$ cat config.mk
export PLATFORM = sky130hd
export DESIGN_NAME = hamming_secded_pipe_flat
export DESIGN_NICKNAME = d
export VERILOG_FILES = /design/src/rtl/hamming_secded_pipe_if.sv /design/src/rtl/hamming_secded_pipe.sv /design/src/flat_wrapper.sv
export SDC_FILE = /design/constraint.sdc
export NUM_CORES = 1
export LEC_CHECK = 0
export ABC_CLOCK_PERIOD_IN_PS = 2800
export CORE_AREA = 2 2 121 123
export DETAILED_ROUTE_END_ITERATION = 10
export DIE_AREA = 0 0 123 125
export PLACE_DENSITY = 0.51
export SYNTH_ARGS = -nofsm -noshare
export SYNTH_HDL_FRONTEND = slang
export SYNTH_SLANG_ARGS = --single-unit
$ cat constraint.sdc
create_clock -name clk -period 2.8 [get_ports clk]
set_clock_uncertainty 0.15 [all_clocks]
set_input_delay 0.42 -clock clk [delete_from_list [all_inputs] [get_ports clk]]
set_output_delay 0.42 -clock clk [all_outputs]
set_load 0.1 [all_outputs]
$ cat src/rtl/hamming_secded_pipe_if.sv
// Stream bundle for the SECDED pipe: producer side (data, injection mask) and
// consumer side (decoded word, clean codeword, syndrome, error flags).
interface hamming_secded_pipe_if #(
    parameter int DATA_W = 4,
    parameter int PAR_W  = 3
);
    localparam int CODE_W = DATA_W + PAR_W + 1;

    logic              in_valid;
    logic              in_ready;
    logic [DATA_W-1:0] data_i;
    logic [CODE_W-1:0] inj_mask;

    logic              out_valid;
    logic              out_ready;
    logic [DATA_W-1:0] data_o;
    logic [CODE_W-1:0] encoded_o;
    logic [PAR_W-1:0]  syndrome_o;
    logic              err_corr;
    logic              err_uncorr;

    modport slave (
        input  in_valid, data_i, inj_mask, out_ready,
        output in_ready, out_valid, data_o, encoded_o, syndrome_o, err_corr, err_uncorr
    );

    modport master (
        output in_valid, data_i, inj_mask, out_ready,
        input  in_ready, out_valid, data_o, encoded_o, syndrome_o, err_corr, err_uncorr
    );
endinterface

$ cat src/rtl/hamming_secded_pipe.sv
// Pipelined SECDED encode -> error injection -> decode with saturating error counters.
// Latency 2 cycles, 1 word/cycle; each stage advances when its successor is empty or draining.
module hamming_secded_pipe #(
    parameter int DATA_W = 4,
    parameter int PAR_W  = 3,
    parameter int CNT_W  = 16
) (
    input  logic                  clk,
    input  logic                  rst,
    hamming_secded_pipe_if.slave  bus,
    input  logic                  clr_cnt,
    output logic [CNT_W-1:0]      corr_cnt,
    output logic [CNT_W-1:0]      uncorr_cnt
);
    localparam int CODE_W = DATA_W + PAR_W + 1;
    localparam int KW     = $clog2(DATA_W);

    if (DATA_W < 4 || DATA_W > 64 || (2 ** PAR_W) < CODE_W || (2 ** (PAR_W - 1)) >= DATA_W + PAR_W) begin : g_param_check
        $error("hamming_secded_pipe: PAR_W must be the smallest r with 2^r >= DATA_W+r+1, DATA_W in 4..64");
    end

    // Positions are PAR_W bits wide because 2^PAR_W >= CODE_W > 2^(PAR_W-1).
    function automatic logic [CODE_W-1:0] encode(input logic [DATA_W-1:0] d);
        logic [CODE_W-1:0] c;
        logic [PAR_W-1:0]  acc;
        int                k;
        c   = '0;
        acc = '0;
        k   = 0;
        for (int p = 1; p < CODE_W; p++) begin
            if ((p & (p - 1)) != 0) begin
                c[p[PAR_W-1:0]] = d[k[KW-1:0]];
                if (d[k[KW-1:0]]) acc = acc ^ p[PAR_W-1:0];
                k++;
            end
        end
        for (int j = 0; j < PAR_W; j++) begin
            int q;
            q = 1 << j;
            c[q[PAR_W-1:0]] = |(acc & q[PAR_W-1:0]);
        end
        c[0] = ^c[CODE_W-1:1];
        return c;
    endfunction

    function automatic logic [DATA_W-1:0] extract(input logic [CODE_W-1:0] c);
        logic [DATA_W-1:0] d;
        int                k;
        d = '0;
        k = 0;
        for (int p = 1; p < CODE_W; p++) begin
            if ((p & (p - 1)) != 0) begin
                d[k[KW-1:0]] = c[p[PAR_W-1:0]];
                k++;
            end
        end
        return d;
    endfunction

    logic              s1_valid;
    logic [CODE_W-1:0] s1_code;
    logic [CODE_W-1:0] s1_rx;
    logic              s2_valid;
    logic              s2_load;
    logic              out_hs;

    logic [CODE_W-1:0] enc_word;
    logic [PAR_W-1:0]  syn;
    logic              par;
    logic [CODE_W-1:0] fixed;
    logic              corr;
    logic              uncorr;

    assign s2_load      = s1_valid && (!s2_valid || bus.out_ready);
    assign bus.in_ready = !s1_valid || s2_load;
    assign bus.out_valid = s2_valid;
    assign out_hs       = s2_valid && bus.out_ready;
    assign enc_word     = encode(bus.data_i);

    always_comb begin
        syn    = '0;
        for (int p = 1; p < CODE_W; p++) begin
            if (s1_rx[p[PAR_W-1:0]]) syn = syn ^ p[PAR_W-1:0];
        end
        par    = ^s1_rx;
        fixed  = s1_rx;
        corr   = 1'b0;
        uncorr = 1'b0;
        if (par) begin
            // Odd parity with an out-of-range syndrome means three or more flips.
            if (int'(syn) < CODE_W) begin
                fixed[syn] = ~fixed[syn];
                corr       = 1'b1;
            end else begin
                uncorr = 1'b1;
            end
        end else if (syn != '0) begin
            uncorr = 1'b1;
        end
    end

    always_ff @(posedge clk) begin
        if (rst) begin
            s1_valid       <= 1'b0;
            s1_code        <= '0;
            s1_rx          <= '0;
            s2_valid       <= 1'b0;
            bus.data_o     <= '0;
            bus.encoded_o  <= '0;
            bus.syndrome_o <= '0;
            bus.err_corr   <= 1'b0;
            bus.err_uncorr <= 1'b0;
        end else begin
            if (bus.in_ready) begin
                s1_valid <= bus.in_valid;
                if (bus.in_valid) begin
                    s1_code <= enc_word;
                    s1_rx   <= enc_word ^ bus.inj_mask;
                end
            end
            if (s2_load) begin
                s2_valid       <= 1'b1;
                bus.data_o     <= extract(fixed);
                bus.encoded_o  <= s1_code;
                bus.syndrome_o <= syn;
                bus.err_corr   <= corr;
                bus.err_uncorr <= uncorr;
            end else if (bus.out_ready) begin
                s2_valid <= 1'b0;
            end
        end
    end

    always_ff @(posedge clk) begin
        if (rst || clr_cnt) begin
            corr_cnt   <= '0;
            uncorr_cnt <= '0;
        end else if (out_hs) begin
            if (bus.err_corr && corr_cnt != '1)     corr_cnt   <= corr_cnt + 1'b1;
            if (bus.err_uncorr && uncorr_cnt != '1) uncorr_cnt <= uncorr_cnt + 1'b1;
        end
    end
endmodule

$ cat src/flat_wrapper.sv
// flat-port wrapper written by rule: the top's interface ports become plain ports
module hamming_secded_pipe_flat 
#(
    parameter int DATA_W = 4,
    parameter int PAR_W  = 3,
    parameter int CNT_W  = 16
)
  (clk, rst, clr_cnt, corr_cnt, uncorr_cnt, bus_in_valid, bus_data_i, bus_inj_mask, bus_out_ready, bus_in_ready, bus_out_valid, bus_data_o, bus_encoded_o, bus_syndrome_o, bus_err_corr, bus_err_uncorr);
  hamming_secded_pipe_if #(.DATA_W(DATA_W), .PAR_W(PAR_W)) bus_i ();
  input  logic clk;
  input  logic rst;
  input  logic clr_cnt;
  output logic [CNT_W-1:0] corr_cnt;
  output logic [CNT_W-1:0] uncorr_cnt;
  input wire logic [$bits(bus_i.in_valid)-1:0] bus_in_valid;
  input wire logic [$bits(bus_i.data_i)-1:0] bus_data_i;
  input wire logic [$bits(bus_i.inj_mask)-1:0] bus_inj_mask;
  input wire logic [$bits(bus_i.out_ready)-1:0] bus_out_ready;
  output wire logic [$bits(bus_i.in_ready)-1:0] bus_in_ready;
  output wire logic [$bits(bus_i.out_valid)-1:0] bus_out_valid;
  output wire logic [$bits(bus_i.data_o)-1:0] bus_data_o;
  output wire logic [$bits(bus_i.encoded_o)-1:0] bus_encoded_o;
  output wire logic [$bits(bus_i.syndrome_o)-1:0] bus_syndrome_o;
  output wire logic [$bits(bus_i.err_corr)-1:0] bus_err_corr;
  output wire logic [$bits(bus_i.err_uncorr)-1:0] bus_err_uncorr;
  assign bus_i.in_valid = bus_in_valid;
  assign bus_i.data_i = bus_data_i;
  assign bus_i.inj_mask = bus_inj_mask;
  assign bus_i.out_ready = bus_out_ready;
  assign bus_in_ready = bus_i.in_ready;
  assign bus_out_valid = bus_i.out_valid;
  assign bus_data_o = bus_i.data_o;
  assign bus_encoded_o = bus_i.encoded_o;
  assign bus_syndrome_o = bus_i.syndrome_o;
  assign bus_err_corr = bus_i.err_corr;
  assign bus_err_uncorr = bus_i.err_uncorr;
  hamming_secded_pipe #(.DATA_W(DATA_W), .PAR_W(PAR_W), .CNT_W(CNT_W)) u_core (.clk(clk), .rst(rst), .bus(bus_i), .clr_cnt(clr_cnt), .corr_cnt(corr_cnt), .uncorr_cnt(uncorr_cnt));
endmodule
==> results by group, run 1 <==
Drt
  – Vias: 3,018
  – M1 WL: 4152 µm
  – Total Wirelength: 8538 µm
  – TritonRoute pass-1 iters: 4
  – Met3 routed WL: 520 µm
  – Starting DRT DRC Count: 178
  – Antenna-violating nets left: 0
  – Met2 wire length: 3646 µm
  – DRC Markers: 0
  – Vias/cell: 4.594
  – Top Metal Used: met4
  – WL/cell: 13.00 µm

Clock network
  – Post-CTS Resized: 0
  – Clock sinks: 67
  – Clk slew on worst S/H paths: 0.06 ns
  – Root Driver: clkbuf_16
  – CTS tree: yes
  – CTS Buffer Depth: 2
  – Post-CTS setup buffer count: 0
  – CTS Buf Count: 9
  – Clock latency on the worst-skew pair: 0.33 ns
  – Post-CTS Hold Buffers: 0
  – H-tree depth: 3

Layout
  – Nets: 487
  – Final Core Density: 31.25%
  – Area grow syn2layout: 28.98%
  – Antenna diodes: 0
  – Sequential Area: 1343 µm²
  – Share of cells above drive strength 1: 19.87%
  – Fillers: 1,530
  – Area taken by multi-input logic gates: 1933 µm²
  – Post-route cell area: 4438 µm²

Worst setup path
  – Crit. End Element: flip-flop
  – R2r worst-path depth: 6
  – Setup slack, reg-to-reg: 0.63 ns
  – Worst setup path class: reg -> reg
  – Worst Path Max Fanout: 15
  – Crit path DAT: 2.25 ns
  – Reg2reg end: u_core.bus.data_o[0]
  – CP Launch Type: flip-flop
  – Reg-to-reg startpoint: u_core.s1_rx[7]
  – Worst Path Required: 2.87 ns

Power
  – Leak: 1.659 nW
  – Power consumption: 0.002639 W
  – Power per cell area: 594.7 nW/µm²
  – Gate power share: 17.7%
  – Seq pwr share: 39.2%
  – Peak supply drop: 0.2184 mV
  – Cell internal pwr: 0.001849 W
  – Psw: 0.0007906 W
  – Switching Share: 29.95%
  – Clk pwr share: 43.0%

STA
  – Final hold vios: 0
  – RSZ-0062 raised after global routing: false
  – Fmax: 459.8 MHz
  – Final setup fails: 0
  – Worst setup slack after layout: 0.6253 ns
  – Setup TNS: 0 ns
  – Slew Limit Fails: 0
  – Fin crit share: 77.67%
  – Slew of the pin with the lowest slew margin: 0.6211 ns
  – Slew headroom: 58.21%
  – Tmin final: 2.175 ns

Run status
  – Outcome: completed

Run
  – Max-cap viol count: 0

Synthesis
  – Mapped Area: 3441 µm²
  – #FFs+latches synth: 67
  – Async SR Flop Fraction: 0%
  – Most common cell in the netlist: dfxtp_1
  – YS warnings: 0
  – Ys flop type: dfxtp_1
  – Area leader, netlist: dfxtp_1
  – Post-synth top cells: dfxtp_1 (67), nand2_1 (54), nor2_1 (53)
  – Post-synthesis instance total: 410
  – Seq/Total Area, Yosys: 38.98%
  – Yosys top cell area share: 38.98%
  – Synth Area per Inst: 8.392 µm²
  – Net Count, Synth: 429
  – EDFF count, synth: 0
  – Synth cell types: 54
  – Synth area leaders: dfxtp_1 (39%), xnor2_1 (7.1%), nand2_1 (5.9%)

Worst hold path
  – Worst hold path cell count: 2
  – Min-delay worst type: reg -> reg
  – Hold path startpoint: u_core.s1_code[7]
  – WHS Endpoint: u_core.s1_code[7]

GRT
  – Grt ovf: 0
  – Largest net degree at the start of global routing: 39
  – All-Layer GR Usage: 11.50%
  – First-pass GRT wire length: 13,910 µm
  – Vias in the first global route: 2,827
  – Initial antenna violation count: 0

Die
  – Die area: 15,380 µm²
  – Total core area: 14,200 µm²
  – Chip width: 123 µm
  – I/O pins: 68
  – Initial Utilization: 24.22%
  – Die Y: 125 µm
  – Rows: 44

Place
  – HPWL Detailed: 6260 µm
  – Placed inst area: 4136 µm²
  – RePlAce Congestion: 0.8048
  – Pre-CTS setup slack: 0.4379 ns
  – Count of input and output buffers: 67
-- cell families (layout without fill, tap and decap cells) --
| logic type | count (synthesis) | count (layout) | synth area share (%) |
|---|---|---|---|
| simple gates | 178 | 178 | 24.69 |
| flops | 67 | 67 | 38.98 |
| compound gates | 73 | 73 | 14.91 |
| fa+ha+maj | 2 | 2 | 0.7272 |
| xor+xnor | 53 | 53 | 14.69 |
| buf+inv | 33 | 96 | 4.836 |
| mux | 4 | 4 | 1.164 |
-- state kept, by name, indices dropped and copies added, names as in the netlist --
name	count
u_core.corr_cnt	16
u_core.uncorr_cnt	16
u_core.bus.encoded_o	8
u_core.s1_code	8
u_core.s1_rx	8
u_core.bus.data_o	4
u_core.bus.syndrome_o	3
u_core.bus.err_corr	1
u_core.bus.err_uncorr	1
u_core.bus.out_valid	1
u_core.s1_valid	1
-- cells in the final DEF, fill, tap and decap left out, types with 3 or more instances in the layout --
cell and instances:
nor2b_1 3, buf_4 57, or4_2 3, nor3_1 7
nand4_1 10, o31ai_1 3, dfxtp_1 66, nand3_1 15
inv_1 6, nor2_1 53, nand2_1 54, and3_1 5
clkbuf_16 9, xor2_1 21, a211oi_1 13, o41ai_1 3
o21ai_0 4, o211ai_1 4, or2_2 3, a21oi_1 23
mux2i_1 4, a31oi_1 3, nor4_1 8, xnor2_1 28
clkdlybuf4s50_1 16, a311oi_1 3, o2111ai_1 3
-- how the worst max path moves through the flow --
stage | slack [ns] | start | endpoint | cells after the start
floorplan | 0.006 | u_core.bus.out_valid | u_core.s1_rx[0] | 6
global placement | 0.47 | bus_out_ready | u_core.uncorr_cnt[4] | 5
detailed placement | 0.44 | bus_out_ready | u_core.s1_rx[1] | 6
CTS | 0.62 | u_core.s1_rx[7] | u_core.bus.data_o[0] | 6
global route | 0.42 | u_core.s1_rx[6] | u_core.bus.data_o[3] | 5
finish | 0.63 | u_core.s1_rx[7] | u_core.bus.data_o[0] | 6
-- layer usage --
metal | global-route usage (%) | up-vias
met5 | 0 | -
met4 | 6.150 | 0
met3 | 3.832 | 13
met2 | 16.22 | 65
met1 | 15.36 | 1371
li1 | - | 1569
-- stage by stage --
stage | hold slack [ns] | instances
5_1_grt | 0.3339 | 657
2_1_floorplan | 0.2822 | 410
6_report | 0.3082 | 657
3_5_place_dp | 0.3023 | 641
4_1_cts | 0.3110 | 657
3_3_place_gp | 0.2966 | 641
-- layout make-up --
class | count | area share (%)
inverter | 6 | 0.5075
multi-input combinational | 310 | 43.56
tap | 184 | 5.187
clock buffer | 9 | 5.075
timing repair buffer | 74 | 13.70
clock inverter | 7 | 1.720
sequential | 67 | 30.25
-- critical path: stages, from the launching register on --
cell     delay [ns]
dfxtp_1        0.62
buf_4          0.24
xor2_1         0.21
nand2_1        0.07
o21ai_0        0.34
a31oi_1        0.15
o41ai_1        0.28
-- power by group through the flow --
stage          Clock, W  Combinational [W]  Sequential (W)
4_1_cts         0.00118           0.000472         0.00104
3_5_place_dp          0           0.000470         0.00106
3_3_place_gp          0           0.000468         0.00106
2_1_floorplan         0           0.000284         0.00113
6_report        0.00114           0.000468         0.00104
5_1_grt         0.00122           0.000507         0.00104
(Power assumes the default switching activity.)
==> run 2: changes to the inputs <==
ABC_CLOCK_PERIOD_IN_PS = 2300   (was 2800)
clock period = 2.3 ns   (was 2.8 ns; I/O delays follow)
==> run 2 against run 1 <==
Effect of this change: non-clock buffer count up 8; sequential power rose by 20%; cell count up 1.2%; critical endpoint is now u_core.uncorr_cnt[1]; highest routed layer unchanged.
==> results by group, run 2 (synthesized netlist as in run 1, its figures left out) <==
Clock network
  – Post-CTS setup buffer count: 0 (unchanged)
  – Clock sinks: 67 (unchanged)
  – Post-CTS Resized: 0 (unchanged)
  – Post-CTS Hold Buffers: 0 (unchanged)
  – Clk slew on worst S/H paths: 0.06 ns (about the same)
  – CTS Buffer Depth: 2 (unchanged)
  – H-tree depth: 3 (unchanged)
  – Clock latency on the worst-skew pair: 0.34 ns (about the same)
  – CTS Buf Count: 9 (unchanged)
  – Root Driver: clkbuf_16
  – CTS tree: yes

Place
  – Pre-CTS setup slack: 0.1184 ns (-0.3195 ns)
  – Count of input and output buffers: 67 (unchanged)
  – RePlAce Congestion: 0.8040 (about the same)
  – HPWL Detailed: 6343 µm (+1.3%)

Layout
  – Most common cell after layout, fill and taps aside: buf_4
  – Fillers: 1,505 (-1.6%)
  – Antenna diodes: 0 (unchanged)
  – Top Registers: u_core.corr_cnt: 16 flops, u_core.uncorr_cnt: 16 flops
  – Commonest non-fill, non-tap cells in the layout: buf_4 (65), nand2_1 (53), nor2_1 (53)
  – Area grow syn2layout: 32.15%
  – Share of cells above drive strength 1: 26.61% (+6.7 points)
  – Nets: 495 (+1.6%)

Drt
  – DRC Markers: 0 (unchanged)
  – Antenna-violating nets left: 0 (unchanged)
  – Total Wirelength: 8583 µm (+0.53%)
  – WL/cell: 12.91 µm (-0.68%)
  – Vias/cell: 4.662 (+1.5%)
  – Met3 routed WL: 696 µm (+34%)
  – Met2 wire length: 3695 µm (+1.3%)
  – Starting DRT DRC Count: 143 (-20%)
  – Vias: 3,100 (+2.7%)
  – Top Metal Used: met4
  – TritonRoute pass-1 iters: 4 (unchanged)
  – M1 WL: 3981 µm (-4.1%)

STA
  – Slew Limit Fails: 0 (unchanged)
  – Final hold vios: 0 (unchanged)
  – Fin crit share: 90.87% (+13 points)
  – RSZ-0062 raised after global routing: false
  – Slew headroom: 63.79% (+5.6 points)
  – Tmin final: 2.090 ns (-0.08462 ns)
  – Fmax: 478.5 MHz (+4.0%)
  – Setup TNS: 0 ns (unchanged)
  – Slew of the pin with the lowest slew margin: 0.5412 ns (-0.07994 ns)
  – Final setup fails: 0 (unchanged)
  – Worst setup slack after layout: 0.2100 ns (-0.4154 ns)

Worst setup path
  – Reg-to-reg startpoint: u_core.uncorr_cnt[0]
  – Worst Path Max Fanout: 11 (-4)
  – CP peak stage delay: 0.62 ns (about the same)
  – Worst setup path class: reg -> reg
  – Worst path slowest cell: or4_4
  – Worst setup path startpoint: u_core.uncorr_cnt[0]
  – Setup slack, reg-to-reg: 0.21 ns (-0.42 ns)
  – CP top delay family: simple AND/OR/NAND/NOR gates
  – Critical path depth: 6 (unchanged)
  – Crit path cell chain: ha_1 > inv_1 > or4_4 > o21ai_4 > mux2i_1 > nor2_1
  – Crit path DAT: 2.16 ns (-0.09 ns)
  – CP Capture Point: u_core.uncorr_cnt[1]
  – Worst path bufs/invs: 1 (unchanged)
  – Reg2reg end: u_core.uncorr_cnt[1]
  – R2r worst-path depth: 6 (unchanged)
  – Worst Path Required: 2.37 ns (-0.50 ns)
  – Crit. End Element: flip-flop
  – CP Launch Type: flip-flop

Die
  – Die area: 15,380 µm² (unchanged)
  – Total core area: 14,200 µm² (unchanged)
  – Rows: 44 (unchanged)
  – I/O pins: 68 (unchanged)
  – Initial Utilization: 24.22% (unchanged)
  – Die Y: 125 µm (unchanged)
  – Chip width: 123 µm (unchanged)

GRT
  – All-Layer GR Usage: 11.70% (+0.20 points)
  – Vias in the first global route: 2,967 (+5.0%)
  – First-pass GRT wire length: 14,300 µm (+2.8%)
  – Initial antenna violation count: 0 (unchanged)
  – Largest net degree at the start of global routing: 37 (-5.1%)
  – Grt ovf: 0 (unchanged)

Worst hold path
  – Min-delay worst type: reg -> reg

Power
  – Leak: 1.720 nW (+3.6%)
  – Peak supply drop: 0.3428 mV (+57%)
  – Power per cell area: 710.4 nW/µm² (+19%)

Run
  – Max-cap viol count: 0 (unchanged)

Run status
  – Outcome: completed
## run 2: changes by cell type in the layout (fill, tap and decap cells not counted)
cell and delta:
dfxtp_1 -25, dfxtp_2 +22, buf_4 +8, nand2_4 +1, inv_6 -2, nand2_1 -1
dfxtp_4 +3, clkinvlp_4 +2, clkinv_4 -1, clkbuf_8 +1
## run 2: routing by layer
metal,vias up,global-route usage [%]
li1,1574,-
met1,1431,14.96
met2,79,17.19
met3,16,4.516
met4,0,5.548
met5,-,0
## run 2: how the worst min path moves through the flow
stage / from / to / slack [ns] / cells after the start
after global placement: u_core.bus.encoded_o[7] / u_core.bus.encoded_o[7] / 0.30 / 2
after CTS: u_core.s1_code[3] / u_core.s1_code[3] / 0.31 / 2
after global routing: u_core.s1_code[5] / u_core.bus.encoded_o[5] / 0.33 / 2
after floorplan: u_core.s1_code[0] / u_core.bus.encoded_o[0] / 0.28 / 2
final: u_core.s1_code[4] / u_core.bus.encoded_o[4] / 0.31 / 2
after detailed placement: u_core.bus.encoded_o[6] / u_core.bus.encoded_o[6] / 0.30 / 2
## run 2: stage by stage
stage | hold WS (ns) | cell area [µm²] | util [%] | std cells | power (W)
after floorplan | 0.2822 | 3488 | - | 410 | 0.001721
after global placement | 0.3019 | 4243 | 29.87 | 649 | 0.001860
after detailed placement | 0.3008 | 4243 | 29.87 | 649 | 0.001863
after CTS | 0.3124 | 4547 | 32.01 | 665 | 0.003286
after global routing | 0.3313 | 4547 | 32.01 | 665 | 0.003378
final | 0.3072 | 4547 | 32.01 | 665 | 0.003230
## run 2: area by class of cell
| class | count | area [µm²] | share of cell area (%) |
|---|---|---|---|
| Multi-Input combinational cell | 310 | 1941 | 42.68 |
| Sequential cell | 67 | 1381 | 30.38 |
| Timing Repair Buffer | 82 | 668.1 | 14.69 |
| Clock buffer | 10 | 239.0 | 5.256 |
| Tap cell | 184 | 230.2 | 5.063 |
| Clock inverter | 6 | 65.06 | 1.431 |
| Inverter | 6 | 22.52 | 0.4953 |
## run 2: report_power, final
group / internal, W / total (W) / switching, W
logic: 0.000209 / 0.000578 / 0.000369
registers: 0.00120 / 0.00125 / 0.0000540
clock network: 0.000866 / 0.00140 / 0.000531
## run 2: tightest hold or removal path, delay by kind of cell (launching register included)
family             cells  cell delay (ns)
AOI/OAI and AO/OA      1             0.05
DFF                    1             0.31
and+or+nand+nor        1             0.05
